[src/rtl/mem_ctrl_pkg.sv]
// ============================================================================
// Module : mem_ctrl_pkg
// Brief  : Shared types and default widths for the memory access controller.
// Rev    : 1.0  initial release
// ============================================================================
`default_nettype none

package mem_ctrl_pkg;

  localparam int DEF_ADDR_W = 16;
  localparam int DEF_DATA_W = 16;
  localparam int WAIT_W     = 4;

  typedef enum logic [2:0] {
    ST_IDLE = 3'd0,
    ST_ADDR = 3'd1,
    ST_WAIT = 3'd2,
    ST_XFER = 3'd3,
    ST_DONE = 3'd4
  } state_t;

  typedef enum logic {
    REQ_IF = 1'b0,
    REQ_DM = 1'b1
  } req_id_t;

endpackage

`default_nettype wire

[src/rtl/mem_ctrl_arbiter.sv]
// ============================================================================
// Module : mem_ctrl_arbiter
// Brief  : Two-requester arbiter, one-hot winner. MEMCTRL_ROUND_ROBIN_EN
//          selects round-robin tie-break; otherwise data wins every tie.
// Rev    : 1.0  initial release
// ============================================================================
`default_nettype none

module mem_ctrl_arbiter
  import mem_ctrl_pkg::*;
(
  input  logic clk,
  input  logic reset,
  input  logic i_upd,
  input  logic i_if_req,
  input  logic i_dm_req,
  output logic o_win_if,
  output logic o_win_dm
);

  logic w_win_if;
  logic w_win_dm;

`ifdef MEMCTRL_ROUND_ROBIN_EN
  req_id_t r_last;

  // On a tie, fetch wins only if data was the last one served.
  assign w_win_dm = i_dm_req && !(i_if_req && (r_last == REQ_DM));
  assign w_win_if = i_if_req && !w_win_dm;

  always_ff @(posedge clk) begin
    if (reset) begin
      r_last <= REQ_IF;
    end else if (i_upd && (w_win_if || w_win_dm)) begin
      r_last <= w_win_dm ? REQ_DM : REQ_IF;
    end
  end
`else
  logic w_unused;

  assign w_win_dm = i_dm_req;
  assign w_win_if = i_if_req && !i_dm_req;
  assign w_unused = ^{clk, reset, i_upd};
`endif

  assign o_win_if = w_win_if;
  assign o_win_dm = w_win_dm;

endmodule

`default_nettype wire

[src/rtl/mem_access_ctrl.sv]
// ============================================================================
// Module : mem_access_ctrl
// Brief  : MAR/MDR access sequencer shared by instruction fetch and data
//          ports. Tie-break selected by MEMCTRL_ROUND_ROBIN_EN.
// Rev    : 1.0  initial release
// ============================================================================
`default_nettype none

module mem_access_ctrl
  import mem_ctrl_pkg::*;
#(
  parameter int WAIT_CYCLES = 1,
  parameter int ADDR_W      = DEF_ADDR_W,
  parameter int DATA_W      = DEF_DATA_W
) (
  input  logic              clk,
  input  logic              reset,
  input  logic              i_if_req,
  input  logic [ADDR_W-1:0] i_if_addr,
  input  logic              i_dm_req,
  input  logic              i_dm_we,
  input  logic [ADDR_W-1:0] i_dm_addr,
  input  logic [DATA_W-1:0] i_dm_wdata,
  output logic              o_if_gnt,
  output logic              o_dm_gnt,
  output logic              o_if_done,
  output logic              o_dm_done,
  output logic              o_mar_write,
  output logic [ADDR_W-1:0] o_mar_addr,
  output logic              o_mdr_write,
  output logic              o_mem_we,
  output logic [DATA_W-1:0] o_mem_wdata,
  output logic              o_busy
);

  // WAIT exits when the counter reads zero, so it is loaded one short.
  localparam logic [WAIT_W-1:0] c_WAIT_LOAD =
    (WAIT_CYCLES > 0) ? WAIT_W'(WAIT_CYCLES - 1) : '0;
  localparam logic [WAIT_W-1:0] c_ONE = WAIT_W'(1);

  state_t              r_state;
  state_t              w_next;
  req_id_t             r_id;
  logic                r_we;
  logic [ADDR_W-1:0]   r_addr;
  logic [DATA_W-1:0]   r_wdata;
  logic [WAIT_W-1:0]   r_wait_cnt;
  logic                w_start;
  logic                w_win_if;
  logic                w_win_dm;

  assign w_start = (r_state == ST_IDLE) && (i_if_req || i_dm_req);

  mem_ctrl_arbiter u_arb (
    .clk      (clk),
    .reset    (reset),
    .i_upd    (w_start),
    .i_if_req (i_if_req),
    .i_dm_req (i_dm_req),
    .o_win_if (w_win_if),
    .o_win_dm (w_win_dm)
  );

  always_ff @(posedge clk) begin
    if (reset) begin
      r_state <= ST_IDLE;
    end else begin
      r_state <= w_next;
    end
  end

  always_comb begin
    w_next = r_state;
    case (r_state)
      ST_IDLE: if (w_start) w_next = ST_ADDR;
      ST_ADDR: w_next = (WAIT_CYCLES > 0) ? ST_WAIT : ST_XFER;
      ST_WAIT: if (r_wait_cnt == '0) w_next = ST_XFER;
      ST_XFER: w_next = ST_DONE;
      ST_DONE: w_next = ST_IDLE;
      default: w_next = ST_IDLE;
    endcase
  end

  // Operands are captured only at the start, so later changes cannot alter the access.
  always_ff @(posedge clk) begin
    if (reset) begin
      r_id       <= REQ_IF;
      r_we       <= 1'b0;
      r_addr     <= '0;
      r_wdata    <= '0;
      r_wait_cnt <= '0;
    end else begin
      if (w_start) begin
        r_id    <= w_win_dm ? REQ_DM : REQ_IF;
        r_we    <= w_win_dm && i_dm_we;
        r_addr  <= w_win_dm ? i_dm_addr : i_if_addr;
        r_wdata <= w_win_dm ? i_dm_wdata : '0;
      end
      if (r_state == ST_ADDR) begin
        r_wait_cnt <= c_WAIT_LOAD;
      end else if ((r_state == ST_WAIT) && (r_wait_cnt != '0)) begin
        r_wait_cnt <= r_wait_cnt - c_ONE;
      end
    end
  end

  always_comb begin
    o_if_gnt    = 1'b0;
    o_dm_gnt    = 1'b0;
    o_if_done   = 1'b0;
    o_dm_done   = 1'b0;
    o_mar_write = 1'b0;
    o_mdr_write = 1'b0;
    o_mem_we    = 1'b0;
    o_busy      = (r_state != ST_IDLE);
    case (r_state)
      ST_ADDR: begin
        o_mar_write = 1'b1;
        o_if_gnt    = (r_id == REQ_IF);
        o_dm_gnt    = (r_id == REQ_DM);
      end
      ST_XFER: begin
        o_mem_we    = r_we;
        o_mdr_write = !r_we;
      end
      ST_DONE: begin
        o_if_done   = (r_id == REQ_IF);
        o_dm_done   = (r_id == REQ_DM);
      end
      default: ;
    endcase
  end

  assign o_mar_addr  = r_addr;
  assign o_mem_wdata = r_wdata;

endmodule

`default_nettype wire

[config.mk]
export PLATFORM = sky130hd
export DESIGN_NAME = mem_access_ctrl
export DESIGN_NICKNAME = d
export VERILOG_FILES = /design/src/rtl/mem_ctrl_pkg.sv /design/src/rtl/mem_ctrl_arbiter.sv /design/src/rtl/mem_access_ctrl.sv
export SDC_FILE = /design/constraint.sdc
export NUM_CORES = 1
export LEC_CHECK = 0
export ABC_AREA = 0
export CORE_MARGIN = 2
export CORE_UTILIZATION = 25
export DETAILED_ROUTE_END_ITERATION = 12
export PLACE_DENSITY_LB_ADDON = 0.3
export SYNTH_ARGS = -nofsm -noshare
export SYNTH_HDL_FRONTEND = slang
export SYNTH_SLANG_ARGS = --single-unit
[constraint.sdc]
create_clock -name clk -period 2 [get_ports clk]
set_clock_uncertainty 0.2 [all_clocks]
set_input_delay 0.6 -clock clk [delete_from_list [all_inputs] [get_ports clk]]
set_output_delay 0.6 -clock clk [all_outputs]
set_load 0.02 [all_outputs]
==> flow_metrics.py <==
metrics = {
    "route": {
        "drt_wl_total_um": 4668,
        "drc": 0,
        "via_count": 1624,
        "drtPass1Iterations": 4,
        "viasPerCell": 4.575,
        "first_iter_violations": 90,
        "ant_nets": 0,
        "wl_per_cell_um": 13.15,
    },
    "sta": {
        "max_slew_margin_pct": 67.72,
        "final.min_clock_period_ns": 2.046,
        "slew_viol_final": 0,
        "fmax_mhz": 488.7,
        "tightest_slew_ns": 0.4831,
        "setup_viol": 2,
        "hold_viol": 0,
        "fin_ws_ns": -0.04631,
        "min_period_over_period_pct": 102.3,
        "rsz0062_at_grt": "true",
    },
    "pwr": {
        "comb_power_share_pct": 29.3,
        "p_per_area_nw_per_um2": 811.5,
        "internal-power_uw": 1776,
        "p_sw_uw": 679.4,
        "p_clk_share_pct": 31.8,
        "ir_worst_vdd_v": 0.0002786,
        "power_frac_seq_pct": 38.9,
        "swShare_pct": 27.67,
        "leakagePower_uw": 0.001330,
    },
    "yosys": {
        "synthXorXnorAreaFrac_pct": 0.5032,
        "synthCells": 166,
        "synth_compound_area_share_pct": 25.66,
        "synth_top_family_by_area": "compound AO/OA/AOI/OAI gates",
        "synth.area.mux_share_pct": 9.202,
        "avgSynthCellArea_um2": 10.48,
        "syn_nets": 220,
        "yosysSeqAreaShare_pct": 47.16,
        "synth_simple_gate_area_share_pct": 8.843,
        "synth_area_um2": 1740,
        "synth_ff_type": "dfxtp_1",
        "synth_seq_cells": 41,
        "ys_types": 35,
        "ys_warn_count": 0,
        "synthAdderAreaFrac_pct": 0.7189,
        "synth_edf_count": 0,
        "synthArstFlopShare_pct": 0,
    },
    "die": {
        "dieArea_um2": 7645,
        "core_area_um2": 6756,
        "initial_utilization_pct": 25.76,
        "die_y_um": 87.44,
        "die_width_um": 87.44,
        "pin_count": 93,
        "rows": 30,
    },
    "cts": {
        "cts.reportedPaths.clkPinSlew_ns": 0.08,
        "htreeDepth": 2,
        "cts_sinks": 41,
        "cts_buffers": 5,
        "hold_buffers": 0,
        "clock_tree.root_cell": "clkbuf_8",
        "clk_latency_ns": 0.29,
        "cts_tree": "done",
        "clk_path_buf_depth": 2,
    },
    "place": {
        "io_buffers": 92,
        "place_congestion": 0.8333,
        "post-place-ws_ns": -0.2968,
        "place_hpwl_um": 3401,
    },
    "grt": {
        "grt_pass1_wl_um": 7555,
        "grt_pass1_vias": 1600,
        "gr-total-overflow": 0,
        "grt_max_degree": 21,
        "antenna_found_initial": 0,
        "grt_use_total_pct": 12.51,
    },
    "critical_path": {
        "end_kind": "output port",
        "crit_required_ns": 1.20,
        "path_cells": "nor3b_4 > buf_6 > nor2b_4 > buf_6",
        "slowest_delay_ns": 0.38,
        "start_kind": "flip-flop",
        "path_class": "reg2out",
        "crit_slowest_cell": "dfxtp_4",
        "crit_fanout": 5,
        "cpMostUsedCell": "buf_6",
        "crit_family": "flip-flops",
        "critPathBufInv": 2,
        "arrival_ns": 1.25,
    },
    "run": {
        "maxCapViolCount": 0,
    },
    "cells_and_area": {
        "finalNetCount": 328,
        "final_util_pct": 44.78,
        "diodes": 0,
        "drive_gt1_share_pct": 22.18,
        "area_growth_pct": 73.83,
    },
    "outcome": {
        "outcome": "finished with violations",
        "violations": "negative setup slack",
    },
    "hold_path": {
        "hold_path_class": "reg2reg",
    },
}
cells in the mapped netlist, drive strengths merged (2+ instances only):
cell type	number	area [µm²]
dfxtp	41	820.8
a21oi	21	108.9
a22o	17	148.9
a211oi	16	145.1
mux2i	16	160.2
buf	14	103.8
inv	7	26.28
nor3	4	20.02
nor2	3	11.26
o21ai	3	15.01
and2	2	12.51
clkbuf	2	7.510
nor3b	2	15.01
or2	2	12.52
or3	2	12.51
cells in the final DEF, fill, tap and decap left out, types with 2 or more instances in the layout:
cell / instances
dlygate4sd2_1: 32
nor3_1: 3
o21ai_0: 3
clkdlybuf4s50_1: 52
bufinv_16: 2
dfxtp_1: 38
or3_1: 2
a211oi_2: 5
mux2i_1: 16
buf_4: 22
a21oi_1: 20
dfxtp_4: 3
clkbuf_8: 5
a22o_1: 17
a211oi_1: 11
buf_6: 7
inv_1: 6
buf_12: 3
nor2_1: 3
power groups by stage:
stage	Combinational, µW	Clock, µW	Sequential [µW]
floorplan	286	0	1050
global placement	735	0	970
detailed placement	742	0	970
CTS	705	804	955
global route	778	829	965
finish	720	781	955
metrics by stage:
step	std cells	power [µW]	cell area (µm²)	TNS [ns]	hold slack, ns
2_1_floorplan	166	1340	1748	0	0.2489
3_3_place_gp	343	1706	2858	-7.863	0.2568
3_5_place_dp	343	1712	2858	-9.151	0.2542
4_1_cts	353	2464	2982	-0.1654	0.2772
5_1_grt	355	2571	3025	-0.2964	0.2937
6_report	355	2455	3025	-0.08199	0.2740
worst paths after layout:
kind	from	cells past startpoint	slack (ns)	endpoint
worst max register to register	r_state[0]	5	0.09	r_wait_cnt[2]
worst max-delay path	r_state[0]	4	-0.05	o_if_gnt
worst min register to register	o_mem_wdata[5]	1	0.27	o_mem_wdata[5]
worst min-delay path	o_mem_wdata[5]	1	0.27	o_mem_wdata[5]
state kept, by name, indices dropped and copies added, names as in the netlist:
name	cells
r_id	1
r_wait_cnt	4
o_mar_addr	16
o_mem_wdata	16
r_state	3
r_we	1
layout make-up:
class | count | area [µm²]
Fill cell | 684 | 3731
Timing Repair Buffer | 117 | 1110
Sequential cell | 41 | 832.0
Multi-Input combinational cell | 102 | 823.3
Tap cell | 80 | 100.1
Clock buffer | 5 | 68.82
Clock inverter | 3 | 65.06
Inverter | 7 | 26.28
worst register-to-register path: cells and delay by family (launching register included):
kind / cells / cell delay [ns]
buffers and inverters: 2 / 0.25
flip-flops: 1 / 0.37
AND/OR/NAND/NOR: 2 / 0.91
AO/OA/AOI/OAI: 1 / 0.12
kinds of logic after synthesis:
family,after synthesis
flops,41
fa+ha+maj,1
xor+xnor,1
mux,16
buf+inv,23
simple gates,24
compound gates,60
metal layers:
metal	global-route usage, %	up-vias	wire length [µm]
li1	-	830	-
met1	16.21	742	2137
met2	20.45	46	2238
met3	2.559	6	229
met4	4.615	0	63
met5	0	-	0
timing repair:
action | CTS | global route
pin swaps | 2 | 2
gates resized for setup | 81 | 12
setup endpoints to repair | 40 | 24
setup buffers | 2 | 3
(Power assumes the default switching activity.)
